<file path="config.mk">
export PLATFORM = sky130hd
export DESIGN_NAME = uart_tx_fifo
export DESIGN_NICKNAME = d
export VERILOG_FILES = /design/src/rtl/uart_pkg.sv /design/src/rtl/sync_fifo.sv /design/src/rtl/uart_tx_fifo.sv
export SDC_FILE = /design/constraint.sdc
export NUM_CORES = 1
export LEC_CHECK = 0
export ABC_AREA = 1
export CORE_UTILIZATION = 35
export DETAILED_ROUTE_END_ITERATION = 7
export PLACE_DENSITY = 0.61
export SYNTH_ARGS = -nofsm -noshare
export SYNTH_HDL_FRONTEND = slang
export SYNTH_SLANG_ARGS = --single-unit
export TNS_END_PERCENT = 100
</file>
<file path="constraint.sdc">
create_clock -name clk -period 2.9 [get_ports clk]
set_input_delay 0.58 -clock clk [delete_from_list [all_inputs] [get_ports clk]]
set_output_delay 0.58 -clock clk [all_outputs]
set_load 0.02 [all_outputs]
</file>
<file path="src/rtl/uart_pkg.sv">
// Shared UART definitions: FSM state encoding, data width and the baud divisor
// helper (also intended for the receive side).
package uart_pkg;
  localparam int DATA_BITS = 8;

  typedef enum logic [2:0] {
    ST_IDLE,
    ST_START,
    ST_DATA,
    ST_PARITY,
    ST_STOP
  } uart_state_t;

  // Clocks per bit, rounded to the nearest integer.
  function automatic int uart_div(input int clk_freq, input int baud);
    return (clk_freq + baud / 2) / baud;
  endfunction
endpackage

</file>
<file path="src/rtl/sync_fifo.sv">
// Single-clock FIFO with registered read data; depth must be a power of two so
// the pointers wrap naturally.
module sync_fifo #(
  parameter int WIDTH = 8,
  parameter int DEPTH = 16
) (
  input  logic                       clk,
  input  logic                       rst,
  input  logic                       wr_en,
  input  logic [WIDTH-1:0]           wr_data,
  input  logic                       rd_en,
  output logic [WIDTH-1:0]           rd_data,
  output logic                       full,
  output logic                       empty,
  output logic [$clog2(DEPTH+1)-1:0] level
);
  localparam int AW = $clog2(DEPTH);
  localparam int LW = $clog2(DEPTH + 1);

  logic [WIDTH-1:0] mem [DEPTH];
  logic [AW-1:0]    wr_ptr;
  logic [AW-1:0]    rd_ptr;
  logic             do_wr;
  logic             do_rd;

  assign full  = (level == LW'(DEPTH));
  assign empty = (level == '0);
  assign do_wr = wr_en && !full;
  assign do_rd = rd_en && !empty;

  always_ff @(posedge clk) begin
    if (do_wr) mem[wr_ptr] <= wr_data;
  end

  always_ff @(posedge clk) begin
    if (rst) begin
      wr_ptr  <= '0;
      rd_ptr  <= '0;
      level   <= '0;
      rd_data <= '0;
    end else begin
      if (do_wr) wr_ptr <= wr_ptr + 1'b1;
      if (do_rd) begin
        rd_data <= mem[rd_ptr];
        rd_ptr  <= rd_ptr + 1'b1;
      end
      case ({do_wr, do_rd})
        2'b10:   level <= level + 1'b1;
        2'b01:   level <= level - 1'b1;
        default: level <= level;
      endcase
    end
  end
endmodule

</file>
<file path="src/rtl/uart_tx_fifo.sv">
// Buffered 8N1/8N2 UART transmitter. Define UART_TX_PARITY_EN to insert an even
// parity bit between the data bits and the stop period.
module uart_tx_fifo
  import uart_pkg::*;
#(
  parameter int CLK_FREQ   = 50_000_000,
  parameter int BAUD       = 115200,
  parameter int FIFO_DEPTH = 16,
  parameter int STOP_BITS  = 1
) (
  input  logic                            clk,
  input  logic                            rst,
  input  logic [7:0]                      in_data,
  input  logic                            in_valid,
  output logic                            in_ready,
  output logic                            tx,
  output logic                            busy,
  output logic [$clog2(FIFO_DEPTH+1)-1:0] fifo_level,
  output logic                            tx_done
);
  localparam int DIV = uart_div(CLK_FREQ, BAUD);
  localparam int CW  = $clog2(STOP_BITS * DIV);
  localparam int BW  = $clog2(DATA_BITS);
  localparam logic [CW-1:0] BIT_LAST  = CW'(DIV - 1);
  localparam logic [CW-1:0] STOP_LAST = CW'(STOP_BITS * DIV - 1);
  localparam logic [BW-1:0] LAST_BIT  = BW'(DATA_BITS - 1);

  if (DIV < 2) begin : g_div_check
    $fatal(1, "uart_tx_fifo: baud divisor must be at least 2");
  end
  if (STOP_BITS != 1 && STOP_BITS != 2) begin : g_stop_check
    $fatal(1, "uart_tx_fifo: STOP_BITS must be 1 or 2");
  end
  if (FIFO_DEPTH < 2 || (FIFO_DEPTH & (FIFO_DEPTH - 1)) != 0) begin : g_depth_check
    $fatal(1, "uart_tx_fifo: FIFO_DEPTH must be a power of two >= 2");
  end

  uart_state_t          state;
  logic [CW-1:0]        cnt;
  logic [BW-1:0]        bit_idx;
  logic [DATA_BITS-1:0] shift;
  logic                 line_active;
  logic                 fifo_rd;
  logic                 fifo_empty;
  logic                 fifo_full;
  logic [7:0]           fifo_q;
`ifdef UART_TX_PARITY_EN
  logic                 parity;
`endif

  // Pop decision uses the level at the start of the cycle, so a fresh push is
  // never bypassed into the same cycle.
  assign fifo_rd  = (state == ST_IDLE) && !fifo_empty;
  assign in_ready = !fifo_full;
  assign busy     = line_active || !fifo_empty || (state != ST_IDLE);

  sync_fifo #(
    .WIDTH(8),
    .DEPTH(FIFO_DEPTH)
  ) u_fifo (
    .clk    (clk),
    .rst    (rst),
    .wr_en  (in_valid),
    .wr_data(in_data),
    .rd_en  (fifo_rd),
    .rd_data(fifo_q),
    .full   (fifo_full),
    .empty  (fifo_empty),
    .level  (fifo_level)
  );

  // tx/tx_done/line_active are registered copies of the current state's line
  // value, so the whole frame appears on the pin one cycle after the FSM.
  always_ff @(posedge clk) begin
    if (rst) begin
      state       <= ST_IDLE;
      cnt         <= '0;
      bit_idx     <= '0;
      shift       <= '0;
      tx          <= 1'b1;
      tx_done     <= 1'b0;
      line_active <= 1'b0;
`ifdef UART_TX_PARITY_EN
      parity      <= 1'b0;
`endif
    end else begin
      tx_done <= 1'b0;
      case (state)
        ST_IDLE: begin
          tx          <= 1'b1;
          line_active <= 1'b0;
          cnt         <= '0;
          if (fifo_rd) state <= ST_START;
        end
        ST_START: begin
          tx          <= 1'b0;
          line_active <= 1'b1;
          if (cnt == BIT_LAST) begin
            cnt     <= '0;
            bit_idx <= '0;
            shift   <= fifo_q;
`ifdef UART_TX_PARITY_EN
            parity  <= ^fifo_q;
`endif
            state   <= ST_DATA;
          end else begin
            cnt <= cnt + 1'b1;
          end
        end
        ST_DATA: begin
          tx          <= shift[0];
          line_active <= 1'b1;
          if (cnt == BIT_LAST) begin
            cnt   <= '0;
            shift <= shift >> 1;
            if (bit_idx == LAST_BIT) begin
`ifdef UART_TX_PARITY_EN
              state <= ST_PARITY;
`else
              state <= ST_STOP;
`endif
            end else begin
              bit_idx <= bit_idx + 1'b1;
            end
          end else begin
            cnt <= cnt + 1'b1;
          end
        end
`ifdef UART_TX_PARITY_EN
        ST_PARITY: begin
          tx          <= parity;
          line_active <= 1'b1;
          if (cnt == BIT_LAST) begin
            cnt   <= '0;
            state <= ST_STOP;
          end else begin
            cnt <= cnt + 1'b1;
          end
        end
`endif
        ST_STOP: begin
          tx          <= 1'b1;
          line_active <= 1'b1;
          if (cnt == STOP_LAST) begin
            cnt     <= '0;
            tx_done <= 1'b1;
            state   <= ST_IDLE;
          end else begin
            cnt <= cnt + 1'b1;
          end
        end
        default: begin
          tx          <= 1'b1;
          line_active <= 1'b0;
          cnt         <= '0;
          state       <= ST_IDLE;
        end
      endcase
    end
  end
endmodule

</file>
==> run_results.csv <==
group,metric,value,unit
route,drc,0,
clocking,cts_buffers,17,
timing,finalHoldViolCount,0,
place,pre_cts_ws,0.472,ns
worst_setup_path,required,2.32,ns
route,drtIter0Drc,394,
clocking,cts.repair.resized,0,
worst_setup_path,critPathMaxStageDelay,0.53,ns
timing,holdWs,0.490,ns
finish,nets,889,
outcome,outcome,"complete, no violations",
clocking,clk_path_buf_depth,2,
synthesis,syn-mean-instance-area,9.35,um2
clocking,clkSinkCount,175,
route,postRouteAntennaNets,0,
route,vias_per_cell,4.65,
floorplan,die_h,151,um
floorplan,die_w,151,um
synthesis,yosys_warnings,0,
finish,area_delta_synth_final,14.8,%
finish,multi_input_area,0.00242,mm2
global_route,grt_pass1_wl,27200,um
worst_setup_path,r2r-end,"u_fifo.level[4]",
pwr,p_comb_share,27.7,%
place,io_buffers,19,
pwr,p_per_area,817,mW/mm2
finish,drive_gt1_share,9.45,%
route,via_count,5380,
worst_setup_path,reg2reg_from,"u_fifo.level[0]",
timing,fin_crit_sh,92.2,%
pwr,ir_drop,0.000457,V
clocking,cts_tree,"done",
timing,final-setup-viol-count,0,
floorplan,die_area,0.0229,mm2
pwr,leakage,0.00376,uW
timing,setup_ws,0.226,ns
worst_setup_path,crit_type,"register to output pin",
clocking,cts_root_buffer,"clkbuf_16",
clocking,postCtsSetupBuffers,0,
worst_setup_path,cp.arrival,2.09,ns
clocking,cts_hold_buffers,0,
synthesis,syn-num-nets,859,
pwr,clkPwrFrac,32.1,%
synthesis,synth_top_area_cell,"edfxtp_1",
clocking,worstSkewPairLatency,0.43,ns
global_route,gr-usage-all-layers,15.9,%
synthesis,synth-seq-cells,175,
clocking,h-tree-depth,4,
pwr,power_switching,2570,uW
worst_setup_path,startpoint,"u_fifo.level[0]",
finish,num_antenna_cells,0,
pwr,switching_share,35.1,%
worst_setup_path,critical-path-top-delay-family,"simple AND/OR/NAND/NOR gates",
pwr,p_seq_share,40.2,%
floorplan,start_util,35.8,%
worst_setup_path,cp.buffers_inverters,1,
timing,maxSlewHeadroom,45.4,%
global_route,overflow,0,
finish,regArea,0.00479,mm2
place,place_hpwl,10700,um
place,routabilityCongestion,0.813,
timing,report.final.slew_viol_count,0,
worst_setup_path,r2r_slack,0.65,ns
clocking,clkTransAtPathRegs,0.07,ns
route,first_pass_iters,4,
synthesis,synth_top_area_share,49.3,%
worst_setup_path,crit_fanout,5,
synthesis,yosysSeqAreaShare,61.3,%
synthesis,syn_area,0.00780,mm2
synthesis,async_flop_share,0,%
timing,rsz0062_at_grt,"no",
hold_path,worstHoldPathType,"register to register",
synthesis,synth_cells,835,
timing,tightest_slew,0.817,ns
floorplan,rows,54,
synthesis,synth-edff-count,128,
route,wl_per_cell,14.5,um
worst_setup_path,cp-start-kind,"register",
flow_run,cap_violations,0,
worst_setup_path,worst_setup_path_end_kind,"output pin",
timing,setup_tns,0,ns
floorplan,io-pin-count,20,
synthesis,yosysMostFrequentCell,"nand2_1",
finish,n_fill_cell,2102,
worst_setup_path,cp_num_cells,5,
global_route,grt_pass1_vias,5119,
worst_setup_path,cp_cell_sequence,"nor2_1 -> nand4_1 -> nand2b_1 -> or2_1 -> clkdlybuf4s50_1",
global_route,antenna_found_initial,0,
worst_setup_path,crit_end,"busy",
worst_setup_path,critPathSlowestCell,"clkdlybuf4s50_1",
timing,clock_skew,0.0169,ns
synthesis,synth_cell_type_count,38,
route,drt_wl_total,16800,um
pwr,p_int,4750,uW
synthesis,synth.area.top_cells,"edfxtp_1 (49%), nand2_1 (13%), dfxtp_1 (12%)",
timing,fin_crit,2.67,ns
place,place_inst,1126,
synthesis,yosys-top-cells-count,"nand2_1 (269), edfxtp_1 (128), nand3_1 (104)",
timing,fmax,0.374,GHz
worst_setup_path,reg2reg_depth,15,
global_route,grt_max_degree,67,
synthesis,synth_ff_type,"edfxtp_1",
finish,finalNonFillerCells,1158,
floorplan,fp.coreArea,0.0218,mm2
## power by group through the flow
stage	Sequential [uW]	Clock (uW)	Combinational, uW
after floorplan	3010	0	1490
final	2940	2350	2030
after global routing	2960	2480	2310
after CTS	2940	2390	2050
after detailed placement	3000	0	2040
after global placement	2990	0	2030
## per-layer routing
metal	share of wire (%)	up-vias	GRT usage, %
li1	-	2751	-
met1	46	2508	21.1
met2	48	102	25.5
met3	4.0	19	3.10
met4	1.8	0	6.25
met5	0	-	0
## cells by family (layout without fill, tap and decap cells)
family / Yosys count / in the layout / share of synthesized area, %
flip-flops: 175 / 175 / 61.3
adder cells (fa/ha/maj): 13 / 13 / 2.08
AND/OR/NAND/NOR: 457 / 457 / 25.0
buffers and inverters: 140 / 183 / 7.66
AO/OA/AOI/OAI: 41 / 41 / 2.89
XOR/XNOR: 9 / 9 / 1.01
## how the worst min path moves through the flow
stage,from,to,cells past startpoint
3_5_place_dp,shift[0],tx,2
5_1_grt,cnt[6],cnt[6],2
6_report,shift[0],tx,2
4_1_cts,shift[0],tx,2
2_1_floorplan,shift[0],tx,2
3_3_place_gp,shift[0],tx,2
## per-stage QoR
stage                     total power, uW  cell area (um2)  util [%]
after floorplan                      4500             7800         -
after global placement               5020             8340      38.2
after detailed placement             5040             8340      38.2
after CTS                            7380             8960      41.1
after global routing                 7750             8960      41.1
final                                7320             8960      41.1
## flip-flops by register name, summed over array words and instances, names as in the netlist
register        cells
u_fifo.level        5
u_fifo.wr_ptr       4
u_fifo.rd_data      8
line_active         1
u_fifo.mem        128
cnt                 9
u_fifo.rd_ptr       4
state               3
bit_idx             3
shift               8
tx_done             1
tx                  1
## worst reg2reg max path: cells and delay by family, from the launching register on
kind,cells,cell delay (ns)
compound gates,1,0.10
simple gates,9,0.76
flops,1,0.43
xor+xnor,1,0.21
buf+inv,2,0.24
fa+ha+maj,2,0.43
## cell usage in the layout (no fill, tap or decap), drive strengths merged, types with 18 or more instances in the layout
cell type,n
clkbuf,18
nand3,105
inv,115
edfxtp,128
nor2,64
a21oi,19
nand2,275
o21ai,20
clkdlybuf4s50,19
buf,23
dfxtp,47
## final cells by class
type | instances | share of cell area (%)
clock inverter | 14 | 2.07
inverter | 109 | 4.59
sequential | 175 | 53.4
multi-input combinational | 520 | 27.0
clock buffer | 18 | 4.79
timing repair buffer | 42 | 4.19
tap | 280 | 3.91
(Power assumes the default switching activity.)
